--- config.mk ---
export PLATFORM = sky130hd
export DESIGN_NAME = sram_bus_arbiter
export DESIGN_NICKNAME = d
export VERILOG_FILES = /design/src/rtl/sram_bus_arbiter.sv
export SDC_FILE = /design/constraint.sdc
export NUM_CORES = 1
export LEC_CHECK = 0
export ABC_AREA = 0
export CORE_AREA = 2 2 123 125
export CTS_BUF_LIST = sky130_fd_sc_hd__clkbuf_16
export CTS_CLUSTER_SIZE = 14
export DETAILED_ROUTE_END_ITERATION = 7
export DIE_AREA = 0 0 125 127
export MAX_ROUTING_LAYER = met4
export SETUP_SLACK_MARGIN = 0.1
export SLEW_MARGIN = 20
export SYNTH_ARGS = -nofsm -noshare
export SYNTH_HDL_FRONTEND = slang
export SYNTH_SLANG_ARGS = --single-unit
--- constraint.sdc ---
create_clock -name clk_i -period 4.6 [get_ports clk_i]
set_clock_uncertainty 0.1 [all_clocks]
set_input_delay 0.92 -clock clk_i [delete_from_list [all_inputs] [get_ports clk_i]]
set_output_delay 0.92 -clock clk_i [all_outputs]
set_load 0.01 [all_outputs]
--- src/rtl/sram_bus_arbiter.sv ---
// ----------------------------------------------------------------------------
// sram_bus_arbiter
//
// Purpose:
//   Shares one downstream SRAM-like port (req / addr_ok / data_ok) between
//   the instruction requester (fetch) and the data requester (memory stage).
//   Each address phase is arbitrated, the owner of every accepted request is
//   remembered in an in-order owner FIFO, and each data_ok / rdata is steered
//   back to whichever requester issued the matching request.
//
// Ports:
//   clk_i, rstn_i           clock, synchronous active-low reset
//   inst_*_i / inst_*_o     instruction requester request, attributes and
//                           addr_ok / data_ok / rdata handshakes
//   data_*_i / data_*_o     data requester, same shape as inst_*
//   mem_*_o / mem_*_i       downstream request, attributes and handshakes
//   proto_err_o             sticky: mem_data_ok arrived with no request in
//                           flight
// ----------------------------------------------------------------------------
module sram_bus_arbiter #(
    parameter int MAX_OUTSTANDING = 2,
    parameter int STARVE_LIMIT    = 4
) (
    input  logic        clk_i,
    input  logic        rstn_i,

    input  logic        inst_req_i,
    input  logic        inst_wr_i,
    input  logic [1:0]  inst_size_i,
    input  logic [3:0]  inst_wstrb_i,
    input  logic [31:0] inst_addr_i,
    input  logic [31:0] inst_wdata_i,
    output logic        inst_addr_ok_o,
    output logic        inst_data_ok_o,
    output logic [31:0] inst_rdata_o,

    input  logic        data_req_i,
    input  logic        data_wr_i,
    input  logic [1:0]  data_size_i,
    input  logic [3:0]  data_wstrb_i,
    input  logic [31:0] data_addr_i,
    input  logic [31:0] data_wdata_i,
    output logic        data_addr_ok_o,
    output logic        data_data_ok_o,
    output logic [31:0] data_rdata_o,

    output logic        mem_req_o,
    output logic        mem_wr_o,
    output logic [1:0]  mem_size_o,
    output logic [3:0]  mem_wstrb_o,
    output logic [31:0] mem_addr_o,
    output logic [31:0] mem_wdata_o,
    input  logic        mem_addr_ok_i,
    input  logic        mem_data_ok_i,
    input  logic [31:0] mem_rdata_i,

    output logic        proto_err_o
);

    localparam int PTR_W = (MAX_OUTSTANDING > 1) ? $clog2(MAX_OUTSTANDING) : 1;
    localparam int CNT_W = $clog2(MAX_OUTSTANDING + 1);
    localparam int STV_W = $clog2(STARVE_LIMIT + 1);

    localparam logic [PTR_W-1:0] PTR_LAST = PTR_W'(MAX_OUTSTANDING - 1);
    localparam logic [CNT_W-1:0] CNT_MAX  = CNT_W'(MAX_OUTSTANDING);
    localparam logic [STV_W-1:0] STV_MAX  = STV_W'(STARVE_LIMIT);

    typedef enum logic [1:0] {
        LOCK_NONE = 2'd0,
        LOCK_INST = 2'd1,
        LOCK_DATA = 2'd2
    } lockState_e;

    typedef enum logic [1:0] {
        GRANT_NONE = 2'd0,
        GRANT_INST = 2'd1,
        GRANT_DATA = 2'd2
    } grant_e;

    lockState_e         lockState_q, lockState_d;
    grant_e             grant;

    logic               ownerFifo_q [MAX_OUTSTANDING];
    logic               ownerFifo_d [MAX_OUTSTANDING];
    logic [PTR_W-1:0]   headPtr_q, headPtr_d;
    logic [PTR_W-1:0]   tailPtr_q, tailPtr_d;
    logic [CNT_W-1:0]   count_q, count_d;
    logic [STV_W-1:0]   starveCnt_q, starveCnt_d;
    logic               protoErr_q, protoErr_d;

    logic               accept;
    logic               respValid;
    logic               fifoEmpty;

    // Pointer increment that wraps at the FIFO depth, which need not be a
    // power of two.
    function automatic logic [PTR_W-1:0] incPtr(input logic [PTR_W-1:0] p);
        return (p == PTR_LAST) ? '0 : p + 1'b1;
    endfunction

    assign fifoEmpty = (count_q == '0);

    // Grant selection. A pending lock pins the grant so downstream sees stable
    // request fields until it accepts. Otherwise a full FIFO blocks everyone,
    // and data wins unless inst has already waited through STARVE_LIMIT data
    // grants. Nothing is granted while reset is asserted.
    always_comb begin
        grant = GRANT_NONE;
        if (!rstn_i) begin
            grant = GRANT_NONE;
        end else if (lockState_q == LOCK_INST) begin
            grant = GRANT_INST;
        end else if (lockState_q == LOCK_DATA) begin
            grant = GRANT_DATA;
        end else if (count_q == CNT_MAX) begin
            grant = GRANT_NONE;
        end else if (data_req_i && ((starveCnt_q < STV_MAX) || !inst_req_i)) begin
            grant = GRANT_DATA;
        end else if (inst_req_i) begin
            grant = GRANT_INST;
        end
    end

    // Downstream request mux: the granted requester's fields pass through,
    // everything is driven to zero when no one holds the grant.
    always_comb begin
        mem_req_o   = 1'b0;
        mem_wr_o    = 1'b0;
        mem_size_o  = '0;
        mem_wstrb_o = '0;
        mem_addr_o  = '0;
        mem_wdata_o = '0;
        case (grant)
            GRANT_INST: begin
                mem_req_o   = inst_req_i;
                mem_wr_o    = inst_wr_i;
                mem_size_o  = inst_size_i;
                mem_wstrb_o = inst_wstrb_i;
                mem_addr_o  = inst_addr_i;
                mem_wdata_o = inst_wdata_i;
            end
            GRANT_DATA: begin
                mem_req_o   = data_req_i;
                mem_wr_o    = data_wr_i;
                mem_size_o  = data_size_i;
                mem_wstrb_o = data_wstrb_i;
                mem_addr_o  = data_addr_i;
                mem_wdata_o = data_wdata_i;
            end
            default: ;
        endcase
    end

    // Address-phase handshake back to the granted requester only, and
    // zero-latency response routing by the owner at the FIFO head. A response
    // with nothing in flight is swallowed and flagged instead of forwarded.
    assign accept         = mem_req_o & mem_addr_ok_i;
    assign inst_addr_ok_o = accept & (grant == GRANT_INST);
    assign data_addr_ok_o = accept & (grant == GRANT_DATA);

    assign respValid      = rstn_i & mem_data_ok_i & ~fifoEmpty;
    assign inst_data_ok_o = respValid & ~ownerFifo_q[headPtr_q];
    assign data_data_ok_o = respValid &  ownerFifo_q[headPtr_q];
    assign inst_rdata_o   = mem_rdata_i;
    assign data_rdata_o   = mem_rdata_i;
    assign proto_err_o    = protoErr_q;

    // Lock next state: a request left waiting for addr_ok pins its owner for
    // the next cycle; any cycle with addr_ok (or no request) unlocks.
    always_comb begin
        lockState_d = LOCK_NONE;
        if (mem_req_o && !mem_addr_ok_i) begin
            lockState_d = (grant == GRANT_DATA) ? LOCK_DATA : LOCK_INST;
        end
    end

    // Owner FIFO, starvation counter and error flag next state. The owner bit
    // is 1 for data, 0 for inst. Push and pop in the same cycle cancel out in
    // the count; the grant gating keeps the count from exceeding the depth.
    always_comb begin
        ownerFifo_d = ownerFifo_q;
        headPtr_d   = headPtr_q;
        tailPtr_d   = tailPtr_q;
        count_d     = count_q;
        starveCnt_d = starveCnt_q;
        protoErr_d  = protoErr_q | (mem_data_ok_i & fifoEmpty);

        if (accept) begin
            ownerFifo_d[tailPtr_q] = (grant == GRANT_DATA);
            tailPtr_d              = incPtr(tailPtr_q);
        end
        if (respValid) begin
            headPtr_d = incPtr(headPtr_q);
        end
        case ({accept, respValid})
            2'b10:   count_d = count_q + 1'b1;
            2'b01:   count_d = count_q - 1'b1;
            default: count_d = count_q;
        endcase

        if (!inst_req_i || (accept && grant == GRANT_INST)) begin
            starveCnt_d = '0;
        end else if (accept && grant == GRANT_DATA && starveCnt_q < STV_MAX) begin
            starveCnt_d = starveCnt_q + 1'b1;
        end
    end

    // State registers. Reset drops all in-flight ownership, so any response
    // that still arrives afterwards is reported as a protocol error.
    always_ff @(posedge clk_i) begin
        if (!rstn_i) begin
            lockState_q <= LOCK_NONE;
            for (int i = 0; i < MAX_OUTSTANDING; i++) begin
                ownerFifo_q[i] <= 1'b0;
            end
            headPtr_q   <= '0;
            tailPtr_q   <= '0;
            count_q     <= '0;
            starveCnt_q <= '0;
            protoErr_q  <= 1'b0;
        end else begin
            lockState_q <= lockState_d;
            ownerFifo_q <= ownerFifo_d;
            headPtr_q   <= headPtr_d;
            tailPtr_q   <= tailPtr_d;
            count_q     <= count_d;
            starveCnt_q <= starveCnt_d;
            protoErr_q  <= protoErr_d;
        end
    end

endmodule

==> results by group <==
Run status
  • Outcome: complete, no violations

Logic synthesis
  • Post-synth EDFFs: 0
  • Post-Syn Instances: 312
  • Post-Synth Adder-Cell Area: 2.372%
  • Synthesized area per cell: 6.761 um2
  • Synth warn: 0
  • Mux cell area share after synthesis: 1.423%
  • Async set-reset flop share out of synthesis: 0%
  • Share of the synthesized area in the top cell type: 25.27%
  • Post-synthesis simple-gate area fraction: 22.84%
  • Cell Area, Synth: 2110 um2
  • Post-synth top area cell: a22oi_1
  • Seq/Total Area, Yosys: 11.39%
  • Largest family of logic cells by synthesized area: compound AO/OA/AOI/OAI gates
  • Syn nets: 496
  • Synthesis-stage register bit count: 12
  • Compound-gate portion of the synthesized area: 32.03%
  • Post-Synth XOR/XNOR Area: 1.246%
  • Ranking of synthesized cells by area: a22oi_1 (25%), buf_4 (23%), nor2_1 (14%)
  • Most common library cells after synthesis: nor2_1 (77), a22oi_1 (71), buf_4 (64), clkbuf_1 (14), buf_2 (13)
  • Synth cell types: 36
  • Most used flip-flop cell after synthesis: dfxtp_1
  • Most common cell in the synthesized netlist: nor2_1

Clocking
  • CTS tree: yes
  • Post-cts resize count: 0
  • Clock root cell: clkbuf_16
  • Sinks on Clock Net: 12
  • Post-CTS Setup Bufs: 0
  • H-Tree Depth: 1
  • Worst skew pair latency: 0.24 ns
  • Clock buffer depth: 2
  • Hold Buf Count CTS: 0
  • CTS buffer count: 3
  • Clock transition at path regs: 0.04 ns

Detailed routing
  • Final wirelength: 9938 um
  • Antenna viol nets, final: 0
  • Iter 0 DRT Violations: 135
  • Vias: 2786
  • Residual DRC: 0
  • Vias per inst: 4.319
  • First-pass DRT Iterations: 4
  • Wire per inst: 15.41 um

Hold path
  • HP Class: register to register
  • Worst Hold Launch: ownerFifo_q[0]
  • Hold path endpoint: ownerFifo_q[0]
  • Hold path cells: 2

Power
  • Total Power: 0.5766 mW
  • PD cells: 136.4 nW/um2
  • P_leak: 1.425 nW
  • Max IR drop VDD: 69.33 uV

Worst setup path
  • Critical Setup Path Class: input pin to output pin
  • CP required: 3.58 ns
  • Crit path capture type: output pin
  • Critical path launch point type: input pin
  • Cell count of the worst reg-to-reg path: 10
  • Worst path arrival time: 3.33 ns
  • Crit path max fanout: 39
  • Critical R2R Capture: count_q[1]
  • Reg-to-Reg Start: count_q[0]
  • R2R Setup Slk: 1.95 ns

Layout
  • Layout Area Growth over Synthesis: 100.4%
  • Fin util: 29.31%
  • Reg area: 240.2 um2
  • Footprint of the multi-input gates: 1269 um2
  • Layout cell share with drive strength beyond 1: 5.206%
  • Antenna diode count: 0
  • Final net count: 646
  • Fillers: 1544

Timing
  • Slew Viols, Final: 0
  • Final number of hold-violating endpoints: 0
  • Final Cycle Share: 94.65%
  • RSZ-0062 raised after global routing: no
  • Fin crit period: 4.354 ns
  • Worst-margin pin slew: 0.3808 ns
  • Fmax: 0.2297 GHz
  • Final setup fails: 0
  • Setup_tns: 0 ns
  • Worst slew margin: 74.50%
  • Fin Hold WS: 0.3595 ns

Global route
  • Antenna violations before repair: 0
  • GRT Total Usage: 11.67%
  • First-pass GRT wire length: 14920 um
  • Met1 Use GR: 13.05%
  • GRT Max-Usage Layer: met2
  • Vias in the first global route: 2789
  • Global Route met2 Usage: 20.49%
  • GR Overflow Total: 0
  • Pin count of the biggest net entering global routing: 41
  • Met3 Use GR: 4.397%

Floorplan
  • Total die area: 15880 um2
  • Site Rows: 44
  • Core ar.: 14420 um2
  • Overall die height: 127 um
  • Initial core utilization: 14.63%
  • Die W: 125 um
  • I/O pins: 321

Placed design
  • I/O Buffers: 224
  • Gp weighted congestion: 0.7579
  • Final HPWL DP: 8459 um

Flow run
  • Max-cap viol count: 0
==> through the flow <==
step	cells	cell area [um2]	setup slack (ns)
3_3_place_gp	641	4149	0.2530
4_1_cts	645	4228	0.2175
2_1_floorplan	312	2110	1.206
6_report	645	4228	0.2459
5_1_grt	645	4228	0.1229
3_5_place_dp	641	4149	0.2274
==> state kept, by name, indices dropped and copies added, names as in the netlist <==
signal       cells
headPtr_q        1
tailPtr_q        1
count_q          2
starveCnt_q      3
ownerFifo_q      2
lockState_q      2
proto_err_o      1
==> worst max-delay path, cell delays in order <==
cell and delay [ns]:
clkdlybuf4s50_1 0.47, and2_1 0.18, o2111a_1 0.23, or2_1 0.23
ha_2 0.34, buf_12 0.18, nor2_1 0.19, clkdlybuf4s50_1 0.58
==> power breakdown <==
part	switching [mW]	total, mW	leakage (nW)	internal (mW)
Sequential	0.00137	0.107	0.0970	0.106
Clock	0.0483	0.163	0.0385	0.115
Combinational	0.112	0.306	1.29	0.194
==> cell usage in the layout, fill, tap and decap left out, types with 2 or more instances in the layout <==
cell type	synthesis	routed
clkdlybuf4s50_1	0	222
nor2_1	77	77
a22oi_1	71	71
dfxtp_1	12	12
buf_4	64	8
buf_12	0	6
nor2b_1	5	5
nand2_1	5	5
o21ai_0	5	5
a21oi_1	5	5
and2_1	3	3
mux2i_1	3	3
xnor2_1	3	3
clkbuf_16	0	3
inv_1	2	2
nand2b_1	2	2
o2111a_1	2	2
or3_1	2	2
a21boi_1	2	2
nand3_1	2	2
ha_2	0	2
ha_1	4	2
==> area by class of cell <==
| type | count | share of cell area (%) |
|---|---|---|
| multi-input cells | 207 | 30.01 |
| flip-flops and latches | 12 | 5.682 |
| well taps | 184 | 5.445 |
| clock inverters | 1 | 0.08878 |
| clock buffers | 3 | 1.776 |
| inverters | 2 | 0.1776 |
| repair buffers | 236 | 56.82 |
==> how the worst max path moves through the flow <==
stage | start | end | slack [ns] | depth (start not counted)
2_1_floorplan | rstn_i | mem_addr_o[0] | 1.21 | 7
3_3_place_gp | rstn_i | data_addr_ok_o | 0.25 | 9
3_5_place_dp | rstn_i | data_addr_ok_o | 0.23 | 9
4_1_cts | rstn_i | data_addr_ok_o | 0.22 | 9
5_1_grt | rstn_i | mem_req_o | 0.12 | 8
6_report | rstn_i | mem_req_o | 0.25 | 8
==> cells by family (layout without fill, tap and decap cells) <==
family                   after synthesis  after routing
multiplexers                           3              3
AO/OA/AOI/OAI                         91             91
buffers and inverters                 93            242
flip-flops                            12             12
adder cells (fa/ha/maj)                4              4
AND/OR/NAND/NOR                      106            106
XOR/XNOR                               3              3
==> layer usage <==
layer	up-vias	share of wire (%)
li1	1334	-
met1	1260	38
met2	186	50
met3	6	11
met4	0	0.51
met5	-	0
No activity file was read; power rests on OpenSTA's default activity.
